**src/rtl/lc3_uart_loader_pkg.sv**
```systemverilog
`default_nettype none
// ----------------------------------------------------------------------------
// Module   : lc3_loader_pkg
// Purpose  : Shared types and baud-rate helpers for the LC-3 UART loader.
// Revision : 1.0 - initial release
// ----------------------------------------------------------------------------
package lc3_loader_pkg;

  // Loader frame-parsing states; IDLE keeps its encoding but is never entered.
  typedef enum logic [2:0] {
    ST_IDLE    = 3'd0,
    ST_LEN_HI  = 3'd1,
    ST_LEN_LO  = 3'd2,
    ST_DATA_HI = 3'd3,
    ST_DATA_LO = 3'd4,
    ST_CSUM    = 3'd5,
    ST_DONE    = 3'd6,
    ST_ERR     = 3'd7
  } load_state_t;

  // Serial receiver states.
  typedef enum logic [1:0] {
    RX_IDLE  = 2'd0,
    RX_START = 2'd1,
    RX_DATA  = 2'd2,
    RX_STOP  = 2'd3
  } rx_state_t;

  // Clock cycles per UART bit (integer division).
  function automatic int calc_div(input int clk_hz, input int baud);
    return clk_hz / baud;
  endfunction

  // Clock cycles from start edge to the middle of the start bit.
  function automatic int calc_half_div(input int clk_hz, input int baud);
    return calc_div(clk_hz, baud) / 2;
  endfunction

endpackage
`default_nettype wire

```
**src/rtl/lc3_uart_loader_uart_rx.sv**
```systemverilog
`default_nettype none
// ----------------------------------------------------------------------------
// Module   : uart_rx
// Purpose  : 8N1 serial receiver with 2-flop synchronizer, start-glitch
//            rejection and stop-bit framing-error detection.
// Revision : 1.0 - initial release
// ----------------------------------------------------------------------------
module uart_rx #(
  parameter int DIV      = 868,
  parameter int HALF_DIV = 434
) (
  input  logic       clk,
  input  logic       rst,
  input  logic       rx,
  output logic [7:0] rx_byte,
  output logic       rx_valid,
  output logic       ferr
);
  import lc3_loader_pkg::*;

  localparam int CNT_W = (DIV > 2) ? $clog2(DIV) : 1;
  localparam logic [CNT_W-1:0] CNT_LAST  = CNT_W'(DIV - 1);
  localparam logic [CNT_W-1:0] HALF_LAST = CNT_W'(HALF_DIV - 1);

  logic            sync_1;
  logic            sync_2;
  logic            sync_3;
  logic            line;
  logic            fall;
  rx_state_t       state;
  logic [CNT_W-1:0] cnt;
  logic [2:0]      bit_idx;
  logic [7:0]      shift;

  assign line = sync_2;
  assign fall = sync_3 & ~sync_2;

  // Bring the asynchronous line into the clock domain; keep one extra flop for edge detection.
  always_ff @(posedge clk or posedge rst) begin
    if (rst) begin
      sync_1 <= 1'b1;
      sync_2 <= 1'b1;
      sync_3 <= 1'b1;
    end else begin
      sync_1 <= rx;
      sync_2 <= sync_1;
      sync_3 <= sync_2;
    end
  end

  // Bit-timing state machine: validate start mid-bit, shift data LSB first, check stop mid-bit.
  always_ff @(posedge clk or posedge rst) begin
    if (rst) begin
      state    <= RX_IDLE;
      cnt      <= '0;
      bit_idx  <= '0;
      shift    <= '0;
      rx_byte  <= '0;
      rx_valid <= 1'b0;
      ferr     <= 1'b0;
    end else begin
      rx_valid <= 1'b0;
      ferr     <= 1'b0;
      case (state)
        RX_IDLE: begin
          if (fall) begin
            state <= RX_START;
            cnt   <= '0;
          end
        end
        RX_START: begin
          if (cnt == HALF_LAST) begin
            cnt     <= '0;
            bit_idx <= '0;
            // A line that is high again mid start bit was only a glitch.
            state   <= line ? RX_IDLE : RX_DATA;
          end else begin
            cnt <= cnt + 1'b1;
          end
        end
        RX_DATA: begin
          if (cnt == CNT_LAST) begin
            cnt   <= '0;
            shift <= {line, shift[7:1]};
            if (bit_idx == 3'd7) begin
              state <= RX_STOP;
            end else begin
              bit_idx <= bit_idx + 1'b1;
            end
          end else begin
            cnt <= cnt + 1'b1;
          end
        end
        RX_STOP: begin
          if (cnt == CNT_LAST) begin
            cnt <= '0;
            if (line) begin
              rx_valid <= 1'b1;
              rx_byte  <= shift;
            end else begin
              ferr <= 1'b1;
            end
            // Return to idle at the stop sample; a start edge seen in this very cycle is kept.
            state <= fall ? RX_START : RX_IDLE;
          end else begin
            cnt <= cnt + 1'b1;
          end
        end
        default: state <= RX_IDLE;
      endcase
    end
  end

endmodule
`default_nettype wire

```
**src/rtl/lc3_uart_loader.sv**
```systemverilog
`default_nettype none
// ----------------------------------------------------------------------------
// Module   : lc3_uart_loader
// Purpose  : Receives a length-prefixed, XOR-checksummed program image over
//            UART, writes it to memory from address 0 and releases the core.
// Revision : 1.0 - initial release
// ----------------------------------------------------------------------------
module lc3_uart_loader #(
  parameter int CLK_HZ = 100_000_000,
  parameter int BAUD   = 115200,
  parameter int ADDR_W = 12
) (
  input  logic              clk_100mhz,
  input  logic              rst,
  input  logic              uart_rx,
  output logic [ADDR_W-1:0] mem_a,
  output logic [15:0]       mem_d,
  output logic              mem_we,
  output logic              run,
  output logic              err,
  output logic [15:0]       word_cnt
);
  import lc3_loader_pkg::*;

  localparam int DIV      = calc_div(CLK_HZ, BAUD);
  localparam int HALF_DIV = calc_half_div(CLK_HZ, BAUD);
  // Largest legal image, held one bit wider than the length field so 2^16 fits.
  localparam logic [16:0] MAX_WORDS = 17'(1) << ADDR_W;

  logic [7:0]        rx_byte;
  logic              rx_valid;
  logic              ferr;

  load_state_t       state;
  logic [15:0]       len;
  logic [7:0]        hi_byte;
  logic [7:0]        csum;
  logic [ADDR_W-1:0] addr;
  logic [15:0]       next_len;
  logic [15:0]       next_cnt;

  assign next_len = {len[15:8], rx_byte};
  assign next_cnt = word_cnt + 16'd1;

  uart_rx #(
    .DIV      (DIV),
    .HALF_DIV (HALF_DIV)
  ) u_rx (
    .clk      (clk_100mhz),
    .rst      (rst),
    .rx       (uart_rx),
    .rx_byte  (rx_byte),
    .rx_valid (rx_valid),
    .ferr     (ferr)
  );

  // Frame parser: consumes one received byte per step and drives the write port and status flags.
  always_ff @(posedge clk_100mhz or posedge rst) begin
    if (rst) begin
      state    <= ST_LEN_HI;
      len      <= '0;
      hi_byte  <= '0;
      csum     <= '0;
      addr     <= '0;
      mem_a    <= '0;
      mem_d    <= '0;
      mem_we   <= 1'b0;
      run      <= 1'b0;
      err      <= 1'b0;
      word_cnt <= '0;
    end else begin
      mem_we <= 1'b0;
      if (ferr && (state != ST_DONE) && (state != ST_ERR)) begin
        state <= ST_ERR;
        err   <= 1'b1;
      end else if (rx_valid) begin
        case (state)
          ST_LEN_HI: begin
            len[15:8] <= rx_byte;
            csum      <= csum ^ rx_byte;
            state     <= ST_LEN_LO;
          end
          ST_LEN_LO: begin
            len  <= next_len;
            csum <= csum ^ rx_byte;
            if (next_len == 16'd0) begin
              state <= ST_CSUM;
            end else if ({1'b0, next_len} > MAX_WORDS) begin
              state <= ST_ERR;
              err   <= 1'b1;
            end else begin
              state <= ST_DATA_HI;
            end
          end
          ST_DATA_HI: begin
            hi_byte <= rx_byte;
            csum    <= csum ^ rx_byte;
            state   <= ST_DATA_LO;
          end
          ST_DATA_LO: begin
            mem_a    <= addr;
            mem_d    <= {hi_byte, rx_byte};
            mem_we   <= 1'b1;
            addr     <= addr + 1'b1;
            word_cnt <= next_cnt;
            csum     <= csum ^ rx_byte;
            state    <= (next_cnt == len) ? ST_CSUM : ST_DATA_HI;
          end
          ST_CSUM: begin
            if (rx_byte == csum) begin
              state <= ST_DONE;
              run   <= 1'b1;
            end else begin
              state <= ST_ERR;
              err   <= 1'b1;
            end
          end
          // DONE and ERR hold until reset; IDLE is reserved and simply waits.
          default: state <= state;
        endcase
      end
    end
  end

endmodule
`default_nettype wire

```
**config.mk**
```make
export PLATFORM = sky130hd
export DESIGN_NAME = lc3_uart_loader
export DESIGN_NICKNAME = d
export VERILOG_FILES = /design/src/rtl/lc3_uart_loader_pkg.sv /design/src/rtl/lc3_uart_loader_uart_rx.sv /design/src/rtl/lc3_uart_loader.sv
export SDC_FILE = /design/constraint.sdc
export NUM_CORES = 1
export LEC_CHECK = 0
export ABC_AREA = 1
export BUFFER_PORTS_ARGS = -buffer_cell sky130_fd_sc_hd__buf_2
export CAP_MARGIN = 20
export CORE_UTILIZATION = 61
export CTS_CLUSTER_DIAMETER = 30
export DETAILED_ROUTE_END_ITERATION = 10
export PLACE_DENSITY_LB_ADDON = 0.15
export SLEW_MARGIN = 20
export SYNTH_ARGS = -nofsm -noshare
export SYNTH_HDL_FRONTEND = slang
export SYNTH_SLANG_ARGS = --single-unit
```
**constraint.sdc**
```tcl
create_clock -name clk_100mhz -period 8.3 [get_ports clk_100mhz]
set_input_delay 0.83 -clock clk_100mhz [delete_from_list [all_inputs] [get_ports clk_100mhz]]
set_output_delay 0.83 -clock clk_100mhz [all_outputs]
set_load 0.1 [all_outputs]
```
==> results of run 1 <==
-- final timing paths --
check                                       from                       to  slack (ns)  depth (start not counted)
max in group asynchronous                    rst  word_cnt[9]$_DFFE_PP0P_        6.57                          3
setup / recovery            state[1]$_DFFE_PP0P_  word_cnt[9]$_DFFE_PP0P_        5.76                          9
hold / removal             u_rx.sync_1$_DFF_PP1_      u_rx.line$_DFF_PP1_        0.37                          0
setup reg to reg            state[1]$_DFFE_PP0P_  word_cnt[9]$_DFFE_PP0P_        5.76                          9
hold reg to reg            u_rx.sync_1$_DFF_PP1_      u_rx.line$_DFF_PP1_        0.37                          0
min in group asynchronous                    rst         mem_we$_DFF_PP0_        0.43                          2
-- cells in the final DEF, fill, tap and decap left out, drive strengths merged, types with 7 or more instances in the layout --
| cell type | instances |
|---|---|
| nand2 | 221 |
| dfrtp | 126 |
| o21ai | 79 |
| inv | 73 |
| nand3 | 53 |
| buf | 52 |
| nor2 | 45 |
| xor2 | 25 |
| clkbuf | 23 |
| nand4 | 13 |
| nor3 | 13 |
| mux2 | 8 |
| a21oi | 7 |
-- report_power, final --
part           leakage, nW  switching, mW  total [mW]  internal, mW
clock                0.284          0.266       0.723         0.457
combinational         1.57         0.0755       0.104        0.0283
sequential            1.79         0.0158       0.664         0.648
total                 3.65          0.357        1.49          1.13
-- routing by layer --
layer  track usage  wire length, microns  up-vias
li1              -                     -     2461
met1        0.3458                  5704     2467
met2        0.5065                  7178      152
met3       0.05677                   588       22
met4        0.1209                   221        0
met5             0                     0        -
-- cell families after synthesis --
group	synth area share
compound gates	0.08665
fa+ha+maj	0.01226
xor+xnor	0.05252
simple gates	0.2465
mux	0.01472
buf+inv	0.05518
flops	0.5322
-- registers in the layout, indices dropped and copies added, names as in the netlist, 3 cells and up, named ones only --
name and flops:
csum 8, mem_a 12, u_rx.bit_idx 3, u_rx.rx_byte 8, word_cnt 16, len 16
u_rx.cnt 10, addr 12, u_rx.shift 8, hi_byte 8, mem_d 16, state 3
-- layout make-up --
| cell class | instances | area (sq um) |
|---|---|---|
| multi-input cells | 499 | 2535 |
| well taps | 133 | 166.4 |
| clock buffers | 23 | 476.7 |
| clock inverters | 9 | 103.9 |
| repair buffers | 52 | 267.8 |
| flip-flops and latches | 130 | 3258 |
| inverters | 74 | 280.3 |
| fillers | 722 | 2641 |
-- per-stage QoR --
| step | std cells | hold slack, ns | util | area [sq um] |
|---|---|---|---|---|
| finish | 920 | 0.3661 | 0.7285 | 7088 |
| global route | 920 | 0.3667 | 0.7285 | 7088 |
| global placement | 888 | 0.3505 | 0.6680 | 6499 |
| floorplan | 718 | 0.3452 | - | 6122 |
| CTS | 920 | 0.3635 | 0.7276 | 7079 |
| detailed placement | 888 | 0.3521 | 0.6680 | 6499 |
-- worst register-to-register path: cells and delay by family, from the launching register on --
kind,cells,cell delay [ns]
buf+inv,4,1.37
flops,1,0.45
simple gates,3,0.33
compound gates,2,0.28
==> run metrics, run 1 <==
final hold vios 0; critical path arrival 2.94 ns; pre-CTS WS roughly 6 ns; setup tns final 0 ns; CTS sink count 130; slowest stage delay, CP around 0.45 ns; WS Path Type register to register; H-Tree Level Count 4; post-layout worst setup margin 5.757 ns; status complete, no violations; global-route wire length before repair roughly 23000 microns; DRT Pass-1 Iters 5; DRT iter0 DRCs 240; CP max FO 44; io pins 50; Avg Cell Area, Syn roughly 8.5 sq um; fraction of layout instances using a drive strength above 1 0.1372; Critical-path top delay cell dfrtp_1; Clock Latency Late Sink between 0.5 and 0.6 ns; Syn-to-layout area delta 15.78%; Placer Congestion 0.8372; Post-CTS Setup Repair Bufs 0; hpwl dp roughly 9200 microns; Vias 5102; post-route DRC violation count 0; Synth cell types 35; Seq cells post-synth 130; wire length per cell approximately 15 microns; Static Leak between 3 and 4 nW; clk slew on worst S/H paths 0.06 ns; Seq/Total Area, Yosys 0.5322; Post-Syn Instances 718; measured slew at the worst slew-check pin just over 0.8 ns; GRT Total Usage 0.2878; Chip Width a little over 100 microns; Power Density 210.3 nW/um^2; Mapped Nets ~730; initial antenna violation count 0; clk_skew roughly 0.009 ns; CORE AREA ~10000 sq um; max cap viols 0; CP bufs+invs 4; Fmax 393.3 MHz; Starting Density 0.6292; Tmin final between 2 and 3 ns; CTS buffer count 17; FP Rows 36; worst vdd ir 192.2 uV; die area between 10000 and 15000 sq um; ANT cells 0; vias in the first global route roughly 4900; Final ANT Viol Nets 0; worst hold path class register to register; period utilization 0.3063; Buffers on Ports slightly below 50; Synth top cells by count nand2_1 (220), dfrtp_1 (126), o21ai_0 (78); CP Capture Type register; Post-synth top flop dfrtp_1; critical path startpoint category register; total power roughly 1.5 mW; CP cell instances inv_1, o21ai_2, nand2_2, nor2_4, buf_4, inv_1, buf_4, nand2_1, o21ai_0; Final Max Slew Viols 0; required time worst endpoint between 8 and 9 ns; Ys Warns 0; CTS tree built; final wirelength around 14000 microns; Layout Nets 783; final setup fails 0; top cells by area, synth dfrtp_1 (52%), nand2_1 (13%), o21ai_0 (6.4%); leading area contributor after synthesis dfrtp_1; die height 102.2 microns; Post-synth EDFFs 0; Async SR Flop Fraction 1.000; Netlist Area Pre-Place between 6000 and 7000 sq um; delay-heaviest family, CP buffers and inverters; Slew Limit Headroom 0.4494; largest net degree at the start of global routing 67; most common cell in the netlist nand2_1; CTS root buf clkbuf_8; CTS Hold Bufs 0; Resize count post-CTS 0; unrepaired setup endpoints after global routing false; Avg Vias per Cell 5.546; Clock Tree Buf Depth 2; top cell type's share of synthesized area 0.5150; total grt overflow 0
Power figures use the tool's default switching activity.
==> run 2: changes to the inputs <==
CORE_UTILIZATION = 54   (was 61)
clock period = 2 ns   (was 8.3 ns; I/O delays follow)
==> run metrics, run 2 (synthesis results as in run 1) <==
fraction of layout instances using a drive strength above 1 0.1853; Syn-to-layout area delta 20.01%; Clock Latency Late Sink roughly 0.42 ns; commonest non-fill, non-tap cell in the layout nand2_1; total grt overflow 0; FP Rows 38; CP max FO 6; DRT iter0 DRCs between 300 and 400; pre-CTS WS 0.1083 ns; Non-Filler Cell Area, Final about 7300 sq um; H-Tree Level Count 4; global-route wire length before repair ~23000 microns; max cap viols 0; Placer Congestion 0.8790; reg-to-reg critical path endpoint state[1]$_DFFE_PP0P_; critical path startpoint category register; worst vdd ir approximately 1000 uV; DRT Pass-1 Iters 4; Final Max Slew Viols 0; Reg2Reg Setup Slack ~0.13 ns; CP bufs+invs 3; delay-heaviest family, CP compound AO/OA/AOI/OAI gates; met2 GRT Util 0.4141; final hold vios 0; grt met3 use 0.05726; hpwl dp between 9000 and 10000 microns; worst hold path endpoint u_rx.line$_DFF_PP1_; clk slew on worst S/H paths approximately 0.05 ns; worst r2r src state[0]$_DFFE_PP1P_; CORE AREA between 10000 and 15000 sq um; post-layout worst setup margin 0.1276 ns; largest registers len x16, mem_d x16, word_cnt x16; final setup fails 0; Static Leak around 3.7 nW; vias in the first global route roughly 4900; Chip Width about 110 microns; multi-input logic area between 2000 and 3000 sq um; die height 108.5 microns; initial antenna violation count 0; Tmin final around 1.9 ns; CP cell instances inv_1, nand3_1, nand2_1, inv_1, o21ai_0, o21ai_1, inv_1, o2111ai_1, a21oi_1, a21oi_1; GRT Total Usage 0.2533; ANT cells 0; CP Capture Type register; measured slew at the worst slew-check pin around 0.53 ns; worst hold path class register to register; FF-to-FF path depth 10; Critical-path top delay cell dfstp_2; total power approximately 6.3 mW; period utilization 0.9362; Buffers on Ports 49; FILL cells roughly 880; Worst path most repeated cell inv_1; required time worst endpoint 2.34 ns; Vias 5006; status complete, no violations; setup tns final 0 ns; Layout Nets 800; CTS buffer count 17; Hold Crit Start u_rx.sync_1$_DFF_PP1_; Fmax about 530 MHz; Power Density ~850 nW/um^2; Reg area 3277 sq um; hold depth 0; die area around 12000 sq um; final wirelength roughly 14000 microns; Clock Tree Buf Depth 2; most frequent cells in the layout nand2_1 (217), dfrtp_1 (111), o21ai_0 (76); Final ANT Viol Nets 0; post-route DRC violation count 0; met1 Usage GRT 0.3238; CTS root buf clkbuf_16; CTS sink count 130; WS Path Type register to register; largest net degree at the start of global routing 95; critical path arrival 2.22 ns; Starting Density 0.5598; Most Crowded Layer GR met2; wire length per cell ~14 microns; Slew Limit Headroom 0.6466; CTS tree built; clk_skew approximately 0.0071 ns; slowest stage delay, CP roughly 0.52 ns; Placed Area approximately 6700 sq um; io pins 50; Avg Vias per Cell roughly 5.3
run 2: cell types whose count changed in the layout (fill, tap and decap cells not counted), moves of 3 or more:
| cell | previous run | this run |
|---|---|---|
| dfrtp_1 | 126 | 111 |
| dfrtp_2 | 0 | 15 |
| buf_4 | 3 | 16 |
| nor2_1 | 43 | 36 |
| nor2_4 | 1 | 5 |
| nand2_1 | 220 | 217 |
| nand2_2 | 1 | 4 |
| nor2_2 | 1 | 4 |
run 2: cell type report:
| cell class | instances | share of cell area |
|---|---|---|
| clock buffer | 24 | 0.06557 |
| clock inverter | 8 | 0.01413 |
| inverter | 74 | 0.03832 |
| multi-input combinational | 499 | 0.3542 |
| sequential | 130 | 0.4460 |
| tap | 140 | 0.02384 |
| timing repair buffer | 69 | 0.05790 |
run 2: worst max path at each step:
stage                     cells past startpoint                   end                    start
after floorplan                              12  state[1]$_DFFE_PP0P_  word_cnt[0]$_DFFE_PP0P_
after global placement                       11  state[2]$_DFFE_PP0P_  word_cnt[0]$_DFFE_PP0P_
after detailed placement                     10  state[1]$_DFFE_PP0P_     state[0]$_DFFE_PP1P_
after CTS                                     9  addr[11]$_DFFE_PP0P_     state[2]$_DFFE_PP0P_
after global routing                         13  state[2]$_DFFE_PP0P_  word_cnt[1]$_DFFE_PP0P_
final                                        10  state[1]$_DFFE_PP0P_     state[0]$_DFFE_PP1P_
run 2: timing repair:
action / 4_1_cts / 5_1_grt
endpoints found under the hold margin: 127 / 0
buffers inserted: 0 / 1
resized for setup: 0 / 15
endpoints found under the setup margin: 0 / 8
hold buffers: 2 / 0
run 2: worst reg2reg max path, delay by kind of cell (launching register included):
kind | cells | cell delay (ns)
buffers and inverters | 3 | 0.32
DFF | 1 | 0.52
AOI/OAI and AO/OA | 5 | 0.66
and+or+nand+nor | 2 | 0.29
run 2: stage by stage:
| step | hold slack, ns | util | std cells |
|---|---|---|---|
| 2_1_floorplan | 0.2045 | - | 718 |
| 3_3_place_gp | 0.3085 | 0.6117 | 909 |
| 3_5_place_dp | 0.3062 | 0.6117 | 909 |
| 4_1_cts | 0.3622 | 0.6670 | 943 |
| 5_1_grt | 0.3649 | 0.6719 | 944 |
| 6_report | 0.3647 | 0.6719 | 944 |
run 2: power breakdown:
part | internal, mW | switching, mW
Clock | 1.93 | 1.10
Sequential | 2.69 | 0.0622
Combinational | 0.157 | 0.316
Total | 4.78 | 1.47
run 2: metal layers:
metal  vias to the layer above  wire length [microns]
met3                        23                    495
met1                      2373                   6219
li1                       2485                      -
met4                         0                    259
met2                       125                   6664
met5                         -                      0
==> run 3: changes to the inputs <==
CORE_UTILIZATION = 60   (was 54)
CTS_BUF_LIST = sky130_fd_sc_hd__clkbuf_16   (was default)
clock period = 2.1 ns   (was 2 ns; I/O delays follow)
==> run metrics, run 3 (synthesis results as in run 1) <==
total grt overflow 0; Power Density ~830 nW/um^2; Buffers on Ports 49; worst r2r src state[0]$_DFFE_PP1P_; final setup fails 0; FILL cells 720; Clock Latency Late Sink about 0.42 ns; setup tns final 0 ns; commonest non-fill, non-tap cell in the layout nand2_1; status complete, no violations; Most Crowded Layer GR met2; die area between 10000 and 15000 sq um; reg-to-reg critical path endpoint csum[6]$_DFFE_PP0P_; CTS buffer count 17; critical path arrival 2.28 ns; clk slew on worst S/H paths ~0.050 ns; fin util 0.7421; CORE AREA just under 10000 sq um; CP Capture Type register; GRT Total Usage 0.2915; grt met3 use 0.05831; Critical-path top delay cell dfstp_2; Clock Tree Buf Depth 2; global-route wire length before repair 23300 microns; most frequent cells in the layout nand2_1 (220), dfrtp_1 (114), o21ai_0 (77); WS Path Type register to register; DRT iter0 DRCs 314; unrepaired setup endpoints after global routing true; die height between 100 and 150 microns; fraction of layout instances using a drive strength above 1 0.1660; Tmin final approximately 2.0 ns; largest net degree at the start of global routing between 70 and 80; Starting Density 0.6235; Vias 5090; Final ANT Viol Nets 0; required time worst endpoint ~2.4 ns; slowest stage delay, CP between 0.5 and 0.6 ns; critical path startpoint category register; post-route DRC violation count 0; Final Max Slew Viols 0; delay-heaviest family, CP simple AND/OR/NAND/NOR gates; Layout Nets 797; CP cell instances inv_1, nand3_1, nand2_1, inv_1, o21ai_0, nand2_1, mux2_2; CTS tree built; CTS root buf clkbuf_16; worst vdd ir 759.8 uV; period utilization 0.9441; worst hold path class input port to asynchronous set/reset pin; wire length per cell 15.10 microns; final wirelength between 10000 and 15000 microns; FF-to-FF path depth 7; hpwl dp about 9700 microns; Fmax 504.4 MHz; Slew Limit Headroom 0.6155; measured slew at the worst slew-check pin 0.5762 ns; vias in the first global route approximately 5000; clk_skew roughly 0.0079 ns; H-Tree Level Count 4; Chip Width between 100 and 150 microns; max cap viols 0; Placer Congestion 0.9032; final hold vios 0; io pins 50; met1 Usage GRT 0.3597; ANT cells 0; CTS sink count 130; Static Leak about 3.7 nW; initial antenna violation count 0; met2 GRT Util 0.4949; FP Rows 36; CP max FO 8; DRT Pass-1 Iters 5; CP bufs+invs 2; Avg Vias per Cell between 5 and 6; Reg2Reg Setup Slack 0.12 ns; largest registers len x16, mem_d x16, word_cnt x16; Syn-to-layout area delta 19.03%; total power between 6 and 7 mW
[run 3: changes by cell type in the layout (fill, tap and decap cells not counted), moves of 3 or more]
cell      change
dfrtp_1       +3
nor2_1        +3
clkbuf_8      -3
clkbuf_1      -4
dfrtp_2       -3
inv_1         +5
buf_4         -4
nand2_1       +3
nand2_2       -3
[run 3: area by class of cell]
class	count	area, sq um	area share
clock buffer	17	425.4	0.05838
clock inverter	15	176.4	0.02421
inverter	74	281.5	0.03863
multi-input combinational	499	2549	0.3498
sequential	130	3273	0.4492
tap	133	166.4	0.02284
timing repair buffer	66	415.4	0.05701
[run 3: power breakdown]
part,switching [mW],total [mW],internal [mW]
Sequential,0.0583,2.62,2.56
Clock,1.06,3.01,1.95
Combinational,0.297,0.449,0.151
Total,1.42,6.08,4.66
[run 3: per-stage QoR]
step | instance area, sq um | std cells | hold slack [ns] | setup WS, ns
CTS | 7264 | 933 | 0.2893 | 0.1068
detailed placement | 6643 | 899 | 0.1715 | 0.1923
floorplan | 6148 | 718 | 0.2145 | 0.02801
global placement | 6643 | 899 | 0.1677 | 0.2396
global route | 7287 | 934 | 0.3412 | -0.02550
finish | 7287 | 934 | 0.3055 | 0.1174
[run 3: how the worst max path moves through the flow]
stage | startpoint | end | slack [ns] | depth (start not counted)
3_5_place_dp | state[2]$_DFFE_PP0P_ | mem_a[7]$_DFFE_PP0P_ | 0.19 | 8
2_1_floorplan | word_cnt[0]$_DFFE_PP0P_ | state[1]$_DFFE_PP0P_ | 0.03 | 12
4_1_cts | state[0]$_DFFE_PP1P_ | state[1]$_DFFE_PP0P_ | 0.11 | 10
5_1_grt | state[2]$_DFFE_PP0P_ | mem_a[7]$_DFFE_PP0P_ | -0.03 | 7
3_3_place_gp | word_cnt[0]$_DFFE_PP0P_ | state[2]$_DFFE_PP0P_ | 0.24 | 11
6_report | state[0]$_DFFE_PP1P_ | csum[6]$_DFFE_PP0P_ | 0.12 | 7
[run 3: layer usage]
| layer | share of wire | vias up |
|---|---|---|
| met3 | 0.050 | 34 |
| met1 | 0.42 | 2425 |
| met5 | 0 | - |
| met4 | 0.022 | 0 |
| li1 | - | 2485 |
| met2 | 0.50 | 146 |
[run 3: worst min-delay path: cells and delay by family]
kind | cells | cell delay [ns]
buffers and inverters | 3 | 0.89
[run 3: timing repair]
item / CTS / global route
hold endpoints to repair: 9 / 0
setup buffers: 0 / 1
hold buffers: 2 / 0
gates resized for setup: 0 / 6
endpoints found under the setup margin: 0 / 3
